`config.mk`:
```
export PLATFORM = sky130hd
export DESIGN_NAME = demux1to4_tdm
export DESIGN_NICKNAME = d
export VERILOG_FILES = /design/src/rtl/tdm_pkg.sv /design/src/rtl/tdm_slot_ctr.sv /design/src/rtl/demux1to4_tdm.sv
export SDC_FILE = /design/constraint.sdc
export NUM_CORES = 1
export LEC_CHECK = 0
export BUFFER_PORTS_ARGS = -buffer_cell sky130_fd_sc_hd__buf_2
export CORE_MARGIN = 2
export CORE_UTILIZATION = 43
export DETAILED_ROUTE_END_ITERATION = 10
export GPL_ROUTABILITY_DRIVEN = 0
export PLACE_DENSITY = 0.74
export RECOVER_POWER = 50
export SLEW_MARGIN = 10
export SYNTH_ARGS = -nofsm -noshare
export SYNTH_HDL_FRONTEND = slang
export SYNTH_SLANG_ARGS = --single-unit
```
`constraint.sdc`:
```
create_clock -name clk -period 1.9 [get_ports clk]
set_input_delay 0.38 -clock clk [delete_from_list [all_inputs] [get_ports clk]]
set_output_delay 0.38 -clock clk [all_outputs]
set_load 0.02 [all_outputs]
```
`src/rtl/tdm_pkg.sv`:
```
// rtl/tdm_pkg.sv - shared types and constants for the TDM link blocks
//
// Contents:
//   tdm_state_e : framer state, HUNT (searching for fsync) / LOCK (framed)
//   SLOTS_DATA  : data slots per frame
//   SLOT_W      : width of a slot index
//   frame_len() : slots per frame, one extra parity slot when TDM_PARITY_EN is defined
//   FRAME_N     : frame_len() evaluated for this build
package tdm_pkg;

    typedef enum logic {
        HUNT = 1'b0,
        LOCK = 1'b1
    } tdm_state_e;

    localparam int SLOTS_DATA = 4;
    localparam int SLOT_W     = 3;

    function automatic int frame_len();
`ifdef TDM_PARITY_EN
        return SLOTS_DATA + 1;
`else
        return SLOTS_DATA;
`endif
    endfunction

    localparam int FRAME_N = frame_len();

endpackage

```
`src/rtl/tdm_slot_ctr.sv`:
```
// rtl/tdm_slot_ctr.sv - modulo-N slot counter with load-to-1 and clear
//
// Ports:
//   clk, rst_n : clock, asynchronous active-low reset
//   clear      : force slot to 0 (highest priority)
//   load1      : force slot to 1 (the slot-0 sample has just been taken)
//   inc        : advance slot, wrapping from N-1 to 0
//   slot       : current slot index
module tdm_slot_ctr
    import tdm_pkg::*;
#(
    parameter int N = 4
) (
    input  logic              clk,
    input  logic              rst_n,
    input  logic              clear,
    input  logic              load1,
    input  logic              inc,
    output logic [SLOT_W-1:0] slot
);

    localparam logic [SLOT_W-1:0] LAST = SLOT_W'(N - 1);

    always_ff @(posedge clk or negedge rst_n) begin
        if (!rst_n) begin
            slot <= '0;
        end else if (clear) begin
            slot <= '0;
        end else if (load1) begin
            slot <= SLOT_W'(1);
        end else if (inc) begin
            slot <= (slot == LAST) ? '0 : slot + SLOT_W'(1);
        end
    end

endmodule

```
`src/rtl/demux1to4_tdm.sv`:
```
// rtl/demux1to4_tdm.sv - four-channel TDM demultiplexer with frame-sync tracking
//
// Optional feature macro: TDM_PARITY_EN (adds a fifth, even-parity slot and parity_err).
//
// Ports:
//   clk, rst_n     : clock, asynchronous active-low reset
//   din [W]        : serial sample for the current slot
//   fsync          : high when din carries slot 0
//   y0..y3 [W]     : channel outputs, updated together once per good frame
//   frame_valid    : one-cycle pulse when y0..y3 update
//   locked         : high while framed
//   slot [3]       : slot index expected for the next din sample
//   sync_err       : one-cycle pulse on fsync/slot disagreement
//   parity_err     : one-cycle pulse on a bad parity word (TDM_PARITY_EN only)
module demux1to4_tdm
    import tdm_pkg::*;
#(
    parameter int W = 1
) (
    input  logic              clk,
    input  logic              rst_n,
    input  logic [W-1:0]      din,
    input  logic              fsync,
    output logic [W-1:0]      y0,
    output logic [W-1:0]      y1,
    output logic [W-1:0]      y2,
    output logic [W-1:0]      y3,
    output logic              frame_valid,
    output logic              locked,
    output logic [SLOT_W-1:0] slot,
    output logic              sync_err
`ifdef TDM_PARITY_EN
    ,
    output logic              parity_err
`endif
);

    // Without parity the slot-3 sample goes straight to y3, so only slots
    // 0..2 need holding; with parity slot 3 must wait for the check.
    localparam int                SHADOW_N  = FRAME_N - 1;
    localparam logic [SLOT_W-1:0] LAST_SLOT = SLOT_W'(FRAME_N - 1);

    tdm_state_e            state;
    tdm_state_e            state_nxt;
    logic                  ctr_clr;
    logic                  ctr_load1;
    logic                  ctr_inc;
    logic [SHADOW_N-1:0]   shadow_we;
    logic                  y_load;
    logic                  sync_err_nxt;
    logic [W-1:0]          shadow [SHADOW_N];
    logic [W-1:0]          y3_src;

`ifdef TDM_PARITY_EN
    logic [W-1:0]          par_calc;
    logic                  parity_err_nxt;

    assign par_calc = shadow[0] ^ shadow[1] ^ shadow[2] ^ shadow[3];
    assign y3_src   = shadow[3];
`else
    assign y3_src   = din;
`endif

    tdm_slot_ctr #(
        .N (FRAME_N)
    ) u_slot_ctr (
        .clk   (clk),
        .rst_n (rst_n),
        .clear (ctr_clr),
        .load1 (ctr_load1),
        .inc   (ctr_inc),
        .slot  (slot)
    );

    always_ff @(posedge clk or negedge rst_n) begin
        if (!rst_n) begin
            state <= HUNT;
        end else begin
            state <= state_nxt;
        end
    end

    always_comb begin
        state_nxt    = state;
        ctr_clr      = 1'b0;
        ctr_load1    = 1'b0;
        ctr_inc      = 1'b0;
        shadow_we    = '0;
        y_load       = 1'b0;
        sync_err_nxt = 1'b0;
`ifdef TDM_PARITY_EN
        parity_err_nxt = 1'b0;
`endif
        case (state)
            HUNT: begin
                if (fsync) begin
                    state_nxt    = LOCK;
                    ctr_load1    = 1'b1;
                    shadow_we[0] = 1'b1;
                end
            end
            LOCK: begin
                if (fsync) begin
                    // fsync always restarts the frame; off slot 0 the partial
                    // frame is abandoned and its shadows get overwritten.
                    ctr_load1    = 1'b1;
                    shadow_we[0] = 1'b1;
                    sync_err_nxt = (slot != '0);
                end else if (slot == '0) begin
                    state_nxt    = HUNT;
                    ctr_clr      = 1'b1;
                    sync_err_nxt = 1'b1;
                end else if (slot == LAST_SLOT) begin
                    ctr_inc = 1'b1;
`ifdef TDM_PARITY_EN
                    if (din == par_calc) begin
                        y_load = 1'b1;
                    end else begin
                        parity_err_nxt = 1'b1;
                    end
`else
                    y_load = 1'b1;
`endif
                end else begin
                    ctr_inc = 1'b1;
                    for (int i = 1; i < SHADOW_N; i++) begin
                        if (slot == SLOT_W'(i)) begin
                            shadow_we[i] = 1'b1;
                        end
                    end
                end
            end
            default: begin
                state_nxt = HUNT;
                ctr_clr   = 1'b1;
            end
        endcase
    end

    always_ff @(posedge clk or negedge rst_n) begin
        if (!rst_n) begin
            for (int i = 0; i < SHADOW_N; i++) begin
                shadow[i] <= '0;
            end
            y0          <= '0;
            y1          <= '0;
            y2          <= '0;
            y3          <= '0;
            frame_valid <= 1'b0;
            sync_err    <= 1'b0;
`ifdef TDM_PARITY_EN
            parity_err  <= 1'b0;
`endif
        end else begin
            for (int i = 0; i < SHADOW_N; i++) begin
                if (shadow_we[i]) begin
                    shadow[i] <= din;
                end
            end
            if (y_load) begin
                y0 <= shadow[0];
                y1 <= shadow[1];
                y2 <= shadow[2];
                y3 <= y3_src;
            end
            frame_valid <= y_load;
            sync_err    <= sync_err_nxt;
`ifdef TDM_PARITY_EN
            parity_err  <= parity_err_nxt;
`endif
        end
    end

    assign locked = (state == LOCK);

endmodule

```
Word-level counts from Yosys, hierarchy flattened

Index checks and enable logic that the tools add are counted.

Logic and storage cells: 44
Output and inout bits: 10
Input port bits: 4
Register bits after elaboration: 13

Reduce and logical (&&, ||, !) cells: 3
Bitwise operators: 1
Mux-type cells: 25
Equal/unequal tests: 3
Add/sub/neg operators: 1

Operator list:

| kind                  | number |
|---|---|
| $mux W1               | 16 |
| $mux W3               | 4 |
| $mux W2               | 4 |
| $eq A3 B2 Y1 const B  | 2 |
| $reduce_bool A3 Y1    | 2 |
| $add A3 B1 Y3 const B | 1 |
| $eq A3 B1 Y1 const B  | 1 |
| $logic_not A3 Y1      | 1 |
| $pmux W1 S2           | 1 |
| $not A1 Y1            | 1 |

Logic depth before layout (Yosys ltp)

Gate-level depths: netlist of the first run.

Depth after elaboration: 7
Mapped depth: 6
Mapped depth without buffers: 6

Cells and area by module

From an unflattened synthesis of the first run, not the netlist that was laid out.

Cells, all modules: 43
Area total of the unflattened synthesis: 604.3 sq um

Modules (own cells, without submodules):

| module        | times used | area an instance (sq um) | seq. area each (sq um) | cells an instance |
|---|---|---|---|---|
| demux1to4_tdm | 1          | 460.4                    | 250.2                  | 31 |
| tdm_slot_ctr  | 1          | 143.9                    | 75.1                   | 12 |

Worst setup path before layout of the first run

No wires, ideal clock.

Path type: flip-flop to flip-flop
Start point: reg u_slot_ctr.slot[0]
End point: reg y0
Data arrival time: 1.580 ns
Buffers on the path: 0
Setup time: 0.125 ns
Slack: 0.195 ns
Period minus slack after synthesis: 1.705 ns
Data required time: 1.775 ns
Stages on the path, launching flop included: 6
Path through: dfrtp_1 -> inv_1 -> ha_1 -> nor4b_4 -> nand2_1 -> mux2_2

Word-level cells in the longest chain between the ends: 5
Elaborated cells on any way between the ends: 6
Classes of those cells: eq/ne (1); mux (4); reduce/logical (1)

RTL lines:

| item                   | line                 | RTL |
|---|---|---|
| start, declared        | tdm_slot_ctr.sv:19   | `output logic [SLOT_W-1:0] slot` |
| start signal, assigned | tdm_slot_ctr.sv:32   | `slot <= (slot == LAST) ? '0 : slot + SLOT_W'(1);` |
| $eq A3 B2 Y1           | demux1to4_tdm.sv:113 | `end else if (slot == LAST_SLOT) begin` |
| $mux W1                | demux1to4_tdm.sv:113 |  |
| $mux W1 *              | demux1to4_tdm.sv:109 | `end else if (slot == '0) begin` |
| $mux W1 *              | demux1to4_tdm.sv:103 | `if (fsync) begin` |
| $mux W1 *              | demux1to4_tdm.sv:94  | `case (state)` |
| end signal, assigned   | demux1to4_tdm.sv:161 | `y0 <= shadow[0];` |
| end, declared          | demux1to4_tdm.sv:24  | `output logic [W-1:0] y0,` |

Every way passes the cells marked *; elsewhere a longest branch is shown, timed or not.
A chain may end at the register's enable or synchronous reset.

Final worst setup path of the first run

Start point: reg u_slot_ctr.slot[0]
End point: reg y2

Word-level cells in the longest chain between the ends: 5
Elaborated cells on any way between the ends: 6
Classes of those cells: eq/ne (1); mux (4); reduce/logical (1)

RTL lines:

| item                 | line                 | RTL |
|---|---|---|
| $eq A3 B2 Y1         | demux1to4_tdm.sv:113 |  |
| $mux W1              | demux1to4_tdm.sv:113 |  |
| $mux W1 *            | demux1to4_tdm.sv:109 |  |
| $mux W1 *            | demux1to4_tdm.sv:103 |  |
| $mux W1 *            | demux1to4_tdm.sv:94  |  |
| end signal, assigned | demux1to4_tdm.sv:163 | `y2 <= shadow[2];` |
| end, declared        | demux1to4_tdm.sv:26  | `output logic [W-1:0] y2,` |

Marks and branches as above.

==> metrics.yaml, run 1 <==
run_status:
  outcome: "completed"
drt:
  vias: 411
  drc: 0
  drt_pass1_iterations: 3
  via_per_inst: 5.203
  postRouteAntennaNets: 0
  wl_um: 980
  drt_iter0_drc: 6
  wl_per_cell_um: 12.41
yosys:
  syn-num-nets: 55
  syn_area_um2: 601.8
  synth_cell_type_count: 16
  yosysWarnings: 0
  ys_seq_area_frac: 0.5405
  syn_inst: 46
  synth_seq_cells: 13
  syn_avg_cell_area_um2: 13.08
flow_run:
  drv_cap: 0
cells_and_area:
  antenna_cells: 0
  most-common-layout-cells: "13 x dfrtp_1, 8 x buf_2, 7 x mux2_2, 6 x clkbuf_1"
  final_common_cell: "dfrtp_1"
  layout.cells.non_filler: 79
  nNetsFinal: 74
  drive_above_1_share: 0.2969
  syn_to_final_growth_pct: 18.92
worst_setup_path:
  crit_fanout: 6
  critical_path_class: "reg2reg"
  crit_required_ns: 2.07
  crit_arrival_ns: 1.88
  critPathLaunchType: "flip-flop"
  worst_setup_path_end_kind: "flip-flop"
clocking:
  clock_sinks: 13
  cts_max_level: 1
  clock_latency_ns: 0.28
  numCtsBuffers: 3
  cts_root_buffer: "clkbuf_4"
  cts_tree: "yes"
  post_cts_buffers: 0
  clock_tree.buffer_depth: 2
  clkTransAtPathRegs_ns: 0.08
placed_design:
  portBuffers: 13
  hpwl_um: 733.9
  place_inst: 74
sta:
  tns_ns: 0
  skew_ns: 0.005657
  finalCritPeriodShare: 0.9019
  relSlewSlack: 0.5530
  hold_viol_final: 0
  worst_slew_pin_slew_ns: 0.6705
  rsz0062_at_grt: "false"
  final_max_slew_viol_count: 0
  fmax_ghz: 0.5835
  fin_crit_ns: 1.714
  finalSetupViolations: 0
pwr:
  swShare: 0.3880
  clockPowerShare: 0.159
  seqPwrFrac: 0.415
  switchingPower_uw: 422.9
  p_leak_nw: 0.3698
  power_density_nw_per_um2: 1523
  p_int_uw: 667.2
  ir_worst_vdd_mv: 0.6584
  comb_power_share: 0.427
floorplan:
  die_h_um: 41.41
  dieWidth_um: 41.41
  fp.coreArea_um2: 1301
  initial_core_util: 0.4625
  row_count: 13
  die_area_um2: 1715
  ios: 14
grt:
  grt_pass1_wl_mm: 1.683
  grtUsageTotal: 0.1266
  antenna_found_initial: 0
  grt_pass1_vias: 404
  grt_max_degree: 14
  gr-total-overflow: 0
min_path:
  hp-class: "in2reg"
-- final cells by class --
type / instances / area [um^2]
multi-input combinational: 28 / 257.7
sequential: 13 / 325.3
tap: 15 / 18.77
fill: 119 / 585.6
inverter: 5 / 18.77
clock buffer: 4 / 26.28
timing repair buffer: 14 / 68.82
-- cell usage after synthesis (all sizes together) --
cell type,count,area [um^2]
a21boi,1,7.510
o32ai,1,8.760
mux2,7,78.83
and2,1,6.260
a221o,1,10.01
dfrtp,13,325.3
nand3b,2,15.01
ha,5,62.56
nand2,3,11.26
nor2,1,3.750
nor4,1,6.260
nor4b,1,23.77
o21ai,1,5.000
nor2b,2,12.51
and3,1,6.260
inv,5,18.77
-- metal layers --
layer / part of all wire / GRT usage / up-vias
li1: - / - / 193
met1: 0.46 / 0.1549 / 208
met2: 0.48 / 0.2000 / 8
met3: 0.043 / 0.03043 / 2
met4: 0.023 / 0.07742 / 0
met5: 0 / 0 / -
-- power groups by stage --
stage | sequential [mW] | combinational, mW | clock (mW)
final | 0.452 | 0.465 | 0.173
after CTS | 0.452 | 0.479 | 0.177
after global routing | 0.470 | 0.509 | 0.190
after detailed placement | 0.457 | 0.477 | 0
after floorplan | 0.546 | 0.245 | 0
after global placement | 0.450 | 0.470 | 0
-- cells by family (layout without fill, tap and decap cells) --
kind of cell               count (synthesis)  count (layout)  synth area share
DFF                                       13              13            0.5405
and+or+nand+nor                           12              12            0.1414
muxes                                      7               7            0.1310
adders and majority gates                  5               5            0.1040
buffers and inverters                      5              23           0.03119
AOI/OAI and AO/OA                          4               4           0.05198
-- timing repair --
action	CTS	global route
hold buffers	1	0
endpoints found under the hold margin	13	0
resized for setup	0	0
-- registers in the layout, summed over array words and instances (netlist names) --
signal           flops
frame_valid          1
locked               1
shadow               3
sync_err             1
u_slot_ctr.slot      3
y0                   1
y1                   1
y2                   1
y3                   1
-- path summary, 6_finish.rpt --
check | start | endpoint | slack, ns | cells after the start
worst max-delay path | u_slot_ctr.slot[0] | y2 | 0.19 | 5
worst min-delay path | din | y3 | 0.39 | 2
worst max register to register | u_slot_ctr.slot[0] | y2 | 0.19 | 5
worst min register to register | shadow[1] | y1 | 0.51 | 1
max in group asynchronous | rst_n | y3 | 0.83 | 2
min in group asynchronous | rst_n | u_slot_ctr.slot[0] | 0.64 | 2
-- worst max-delay path: stages (launching register included) --
cell	delay (ns)
dfrtp_1	0.44
inv_1	0.09
ha_1	0.24
nor4b_4	0.32
nand2_1	0.19
mux2_2	0.31
-- stage by stage --
step / setup slack (ns) / total power [mW] / util / cell area [um^2] / hold WS (ns)
after global placement: 0.2641 / 0.9202 / 0.5269 / 685.7 / 0.2784
final: 0.1863 / 1.090 / 0.5500 / 715.7 / 0.3892
after CTS: 0.2066 / 1.108 / 0.5548 / 721.9 / 0.3803
after floorplan: 0.1954 / 0.7918 / - / 601.8 / 0.08441
after global routing: 0.08898 / 1.170 / 0.5500 / 715.7 / 0.3678
after detailed placement: 0.2198 / 0.9341 / 0.5269 / 685.7 / 0.2800
No activity file was read; power rests on OpenSTA's default activity.
==> run 2: changes to the inputs <==
--- a/config.mk
+++ b/config.mk
@@ -6,11 +6,11 @@
 export NUM_CORES = 1
 export LEC_CHECK = 0
 export BUFFER_PORTS_ARGS = -buffer_cell sky130_fd_sc_hd__buf_2
-export CORE_MARGIN = 2
-export CORE_UTILIZATION = 43
+export CORE_AREA = 2 2 39 41
 export DETAILED_ROUTE_END_ITERATION = 10
+export DIE_AREA = 0 0 41 43
 export GPL_ROUTABILITY_DRIVEN = 0
-export PLACE_DENSITY = 0.74
+export PLACE_DENSITY = 0.77
 export RECOVER_POWER = 50
 export SLEW_MARGIN = 10
 export SYNTH_ARGS = -nofsm -noshare
==> run 2 against run 1 <==
- clock-buffer cell count did not move
- clock power fell by 4%
- sequential cell count did not move
- combinational power barely moved
- design area rose by 0.17%
- first-iteration DRC count rose by 67%
- power fell by 1.2%
- clock skew fell by 0.0014 ns
- critical path depth did not move
- fmax fell by 0.53%
- global-route usage rose by 0.80 points
- largest power group unchanged
==> metrics.yaml, run 2 (synthesis results as in run 1) <==
run_status:
  outcome: "completed"
pwr:
  ir_worst_vdd_mv: 0.8048
  p_leak_nw: 0.3706
  power_density_nw_per_um2: 1502
  p_total_mw: 1.077
placed_design:
  hpwl_um: 736.4
  portBuffers: 13
worst_setup_path:
  crit_arrival_ns: 1.88
  crit_fanout: 6
  cp_slowest_cell: "dfrtp_1"
  worst_setup_path_end_kind: "flip-flop"
  critical_path_class: "reg2reg"
  path_buf_inv: 1
  crit_chain: "inv_1 > ha_1 > nor4b_4 > nand2_1 > mux2_2"
  crit_required_ns: 2.05
  critPathTopFamily: "simple AND/OR/NAND/NOR gates"
  critPathLaunchType: "flip-flop"
  critPathMaxStageDelay_ns: 0.44
cells_and_area:
  drive_above_1_share: 0.2969
  final_common_cell: "dfrtp_1"
  regArea_um2: 325.3
  reg_top3: "shadow: 3 flops, u_slot_ctr.slot: 3 flops"
  nNetsFinal: 74
  post-route-util: 0.5181
  most-common-layout-cells: "13 x dfrtp_1, 8 x buf_2, 7 x mux2_2, 6 x clkbuf_1"
  nFillCells: 131
  syn_to_final_growth_pct: 19.13
  antenna_cells: 0
  multi_input_area_um2: 257.7
floorplan:
  die_h_um: 43
  die_area_um2: 1763
  dieWidth_um: 41
  initial_core_util: 0.4349
  row_count: 14
  ios: 14
  fp.coreArea_um2: 1384
sta:
  fmax_ghz: 0.5804
  worst_slew_pin_slew_ns: 0.7168
  skew_ns: 0.004214
  relSlewSlack: 0.5221
  finalCritPeriodShare: 0.9068
  final_max_slew_viol_count: 0
  rsz0062_at_grt: "false"
  fin_crit_ns: 1.723
  tns_ns: 0
  hold_viol_final: 0
  finalSetupViolations: 0
clocking:
  clock_latency_ns: 0.27
  numCtsBuffers: 3
  clkTransAtPathRegs_ns: 0.08
  cts_root_buffer: "clkbuf_4"
  cts_resized: 0
  clock_tree.buffer_depth: 2
  clock_sinks: 13
  cts_max_level: 1
  cts_tree: "yes"
grt:
  grt_max_degree: 14
  grtUsageTotal: 0.1346
  gr-total-overflow: 0
  grt_pass1_vias: 382
  met2_usage: 0.1938
  grt_pass1_wl_mm: 1.552
  use_met1: 0.1757
  grt_most_used_layer: "met2"
  antenna_found_initial: 0
  use_met3: 0.04712
drt:
  drc: 0
  drt_pass1_iterations: 4
  via_per_inst: 4.963
  drt_iter0_drc: 10
  wl_um: 963
  postRouteAntennaNets: 0
  vias: 397
  wl_per_cell_um: 12.04
flow_run:
  drv_cap: 0
min_path:
  hp-class: "in2reg"
[run 2: report_power, final]
part | internal [mW] | leakage [nW] | switching, mW
Clock | 0.0812 | 0.0150 | 0.0845
Combinational | 0.207 | 0.195 | 0.256
Sequential | 0.378 | 0.161 | 0.0706
Total | 0.666 | 0.371 | 0.411
[run 2: timing repair]
action,4_1_cts,5_1_grt
endpoints found under the hold margin,13,0
buffers inserted,0,0
hold buffers,1,0
[run 2: layout make-up]
type	instances	share of cell area
inverters	5	0.02618
flip-flops and latches	13	0.4538
repair buffers	14	0.09599
multi-input cells	28	0.3595
clock buffers	4	0.03665
well taps	16	0.02792
[run 2: metrics by stage]
stage	area, um^2	cells	hold slack [ns]	worst slack, ns
after floorplan	601.8	46	0.08441	0.1954
after global placement	686.9	75	0.2781	0.2151
after detailed placement	686.9	75	0.2836	0.1735
after CTS	723.2	80	0.3925	0.1695
after global routing	716.9	80	0.3957	0.04886
final	716.9	80	0.3959	0.1771
[run 2: final timing paths]
| kind | startpoint | to | depth (start not counted) | slack [ns] |
|---|---|---|---|---|
| worst max-delay path | u_slot_ctr.slot[0] | y1 | 5 | 0.18 |
| worst min-delay path | din | shadow[1] | 2 | 0.40 |
| worst max register to register | u_slot_ctr.slot[0] | y1 | 5 | 0.18 |
| worst min register to register | shadow[1] | shadow[1] | 1 | 0.50 |
| max in group asynchronous | rst_n | y0 | 2 | 0.77 |
| min in group asynchronous | rst_n | shadow[0] | 2 | 0.68 |
[run 2: worst reg2reg max path: stages, from the launching register on]
cell and delay, ns:
dfrtp_1 0.44, inv_1 0.10, ha_1 0.25, nor4b_4 0.32, nand2_1 0.19, mux2_2 0.31
[run 2: per-layer routing]
layer	vias to the layer above	routed length [um]	part of all wire
li1	197	-	-
met1	191	458	0.48
met4	0	0	0
met3	0	42	0.044
met5	-	0	0
met2	9	462	0.48
==> run 3: changes to the inputs <==
--- a/config.mk
+++ b/config.mk
@@ -5,7 +5,7 @@
 export SDC_FILE = /design/constraint.sdc
 export NUM_CORES = 1
 export LEC_CHECK = 0
-export BUFFER_PORTS_ARGS = -buffer_cell sky130_fd_sc_hd__buf_2
+export BUFFER_PORTS_ARGS = -buffer_cell sky130_fd_sc_hd__buf_4
 export CORE_AREA = 2 2 39 41
 export DETAILED_ROUTE_END_ITERATION = 10
 export DIE_AREA = 0 0 41 43
==> run 3 against run 2 <==
- critical path type unchanged
- largest power group unchanged
- sequential cell count did not move
- setup slack got worse by 0.011 ns
- core utilization rose by 1.4 points
- cell count did not move
- via count rose by 2.8%
- critical path depth did not move
- design area rose by 2.8%
- combinational power rose by 5.6%
- non-clock buffer count did not move
- first-iteration DRC count fell by 60%
==> metrics.yaml, run 3 (synthesis results as in run 1) <==
sta:
  finalSetupViolations: 0
  fin_crit_ns: 1.734
  fmax_ghz: 0.5766
  relSlewSlack: 0.5458
  skew_ns: 0.003634
  final_max_slew_viol_count: 0
  finalCritPeriodShare: 0.9128
  hold_viol_final: 0
  tns_ns: 0
  worst_slew_pin_slew_ns: 0.6813
  rsz0062_at_grt: "false"
floorplan:
  die_area_um2: 1763
  initial_core_util: 0.4349
  die_h_um: 43
  ios: 14
  dieWidth_um: 41
  fp.coreArea_um2: 1384
  row_count: 14
worst_setup_path:
  crit_arrival_ns: 1.89
  critical_path_class: "reg2reg"
  cp_slowest_cell: "dfrtp_1"
  crit_required_ns: 2.06
  critPathMaxStageDelay_ns: 0.45
  crit_fanout: 6
  worst_setup_path_end_kind: "flip-flop"
  r2r_cells: 5
  critPathLaunchType: "flip-flop"
  crit_chain: "inv_1 > ha_1 > nor4b_4 > nand2_1 > mux2_2"
  timing.rr.start: "u_slot_ctr.slot[0]"
  cp-startpoint: "u_slot_ctr.slot[0]"
pwr:
  clockPowerShare: 0.150
  switchingPower_uw: 413.2
  p_leak_nw: 0.3755
  comb_power_share: 0.441
  seqPwrFrac: 0.409
  swShare: 0.3733
  power_density_nw_per_um2: 1502
  p_int_uw: 693.7
  ir_worst_vdd_mv: 0.6621
  p_total_mw: 1.107
cells_and_area:
  postLayoutCellArea_um2: 737.0
  antenna_cells: 0
  regArea_um2: 325.3
  most-common-layout-cells: "13 x dfrtp_1, 8 x buf_4, 7 x mux2_2, 6 x clkbuf_1"
  final_common_cell: "dfrtp_1"
  reg_top3: "shadow: 3 flops, u_slot_ctr.slot: 3 flops"
  nNetsFinal: 74
  multi_input_area_um2: 257.7
  post-route-util: 0.5326
  syn_to_final_growth_pct: 22.45
  drive_above_1_share: 0.2969
  nFillCells: 137
clocking:
  numCtsBuffers: 3
  clock_tree.buffer_depth: 2
  cts_resized: 0
  hold_buffers: 1
  clock_latency_ns: 0.27
  cts_tree: "yes"
  post_cts_buffers: 0
  cts_max_level: 1
  clkTransAtPathRegs_ns: 0.08
  clock_sinks: 13
  cts_root_buffer: "clkbuf_4"
min_path:
  hold-path-cell-count: 2
  min_from: "din"
  hp-class: "in2reg"
placed_design:
  hpwl_um: 768.5
  portBuffers: 13
  dpl_cell_area_um2: 719.4
drt:
  postRouteAntennaNets: 0
  drt_iter0_drc: 4
  vias: 408
  via_per_inst: 5.100
  drt_pass1_iterations: 3
  drc: 0
  wl_um: 996
  wl_per_cell_um: 12.45
grt:
  grt_max_degree: 14
  grt_pass1_wl_mm: 1.683
  grt_pass1_vias: 397
  gr-total-overflow: 0
  antenna_found_initial: 0
  grtUsageTotal: 0.1468
run_status:
  outcome: "completed"
flow_run:
  drv_cap: 0
-- run 3: changes by cell type in the layout (fill, tap and decap cells not counted) --
cell,before,now
buf_4,0,8
buf_2,8,0
-- run 3: per-stage QoR --
step	setup slack, ns	hold slack [ns]	cells
after floorplan	0.1954	0.08441	46
after global placement	0.1771	0.2314	75
after detailed placement	0.1609	0.2338	75
after CTS	0.1509	0.3663	80
after global routing	0.05474	0.3628	80
final	0.1657	0.3706	80
-- run 3: layout make-up --
| class | count | share of cell area |
|---|---|---|
| Sequential cell | 13 | 0.4414 |
| Multi-Input combinational cell | 28 | 0.3497 |
| Timing Repair Buffer | 14 | 0.1205 |
| Clock buffer | 4 | 0.03565 |
| Tap cell | 16 | 0.02716 |
| Inverter | 5 | 0.02547 |
-- run 3: worst max-delay path, delay by kind of cell, from the launching register on --
kind / cells / cell delay [ns]
mux: 1 / 0.31
simple gates: 2 / 0.53
flops: 1 / 0.45
fa+ha+maj: 1 / 0.25
buf+inv: 1 / 0.09
-- run 3: path summary, 6_finish.rpt --
kind / to / slack (ns)
max in group asynchronous: y0 / 0.81
worst max register to register: y3 / 0.17
worst max-delay path: y3 / 0.17
worst min register to register: y3 / 0.51
min in group asynchronous: y1 / 0.66
worst min-delay path: shadow[1] / 0.37
-- run 3: power groups by stage --
stage	Clock [mW]	Sequential, mW	Combinational (mW)
4_1_cts	0.177	0.455	0.522
3_5_place_dp	0	0.459	0.519
2_1_floorplan	0	0.546	0.245
5_1_grt	0.195	0.473	0.542
3_3_place_gp	0	0.455	0.512
6_report	0.166	0.452	0.488
-- run 3: layer usage --
layer  part of all wire  GRT usage
met3              0.053    0.03141
met1               0.43     0.2027
met2               0.51     0.2063
met5                  0          0
met4             0.0060    0.08000
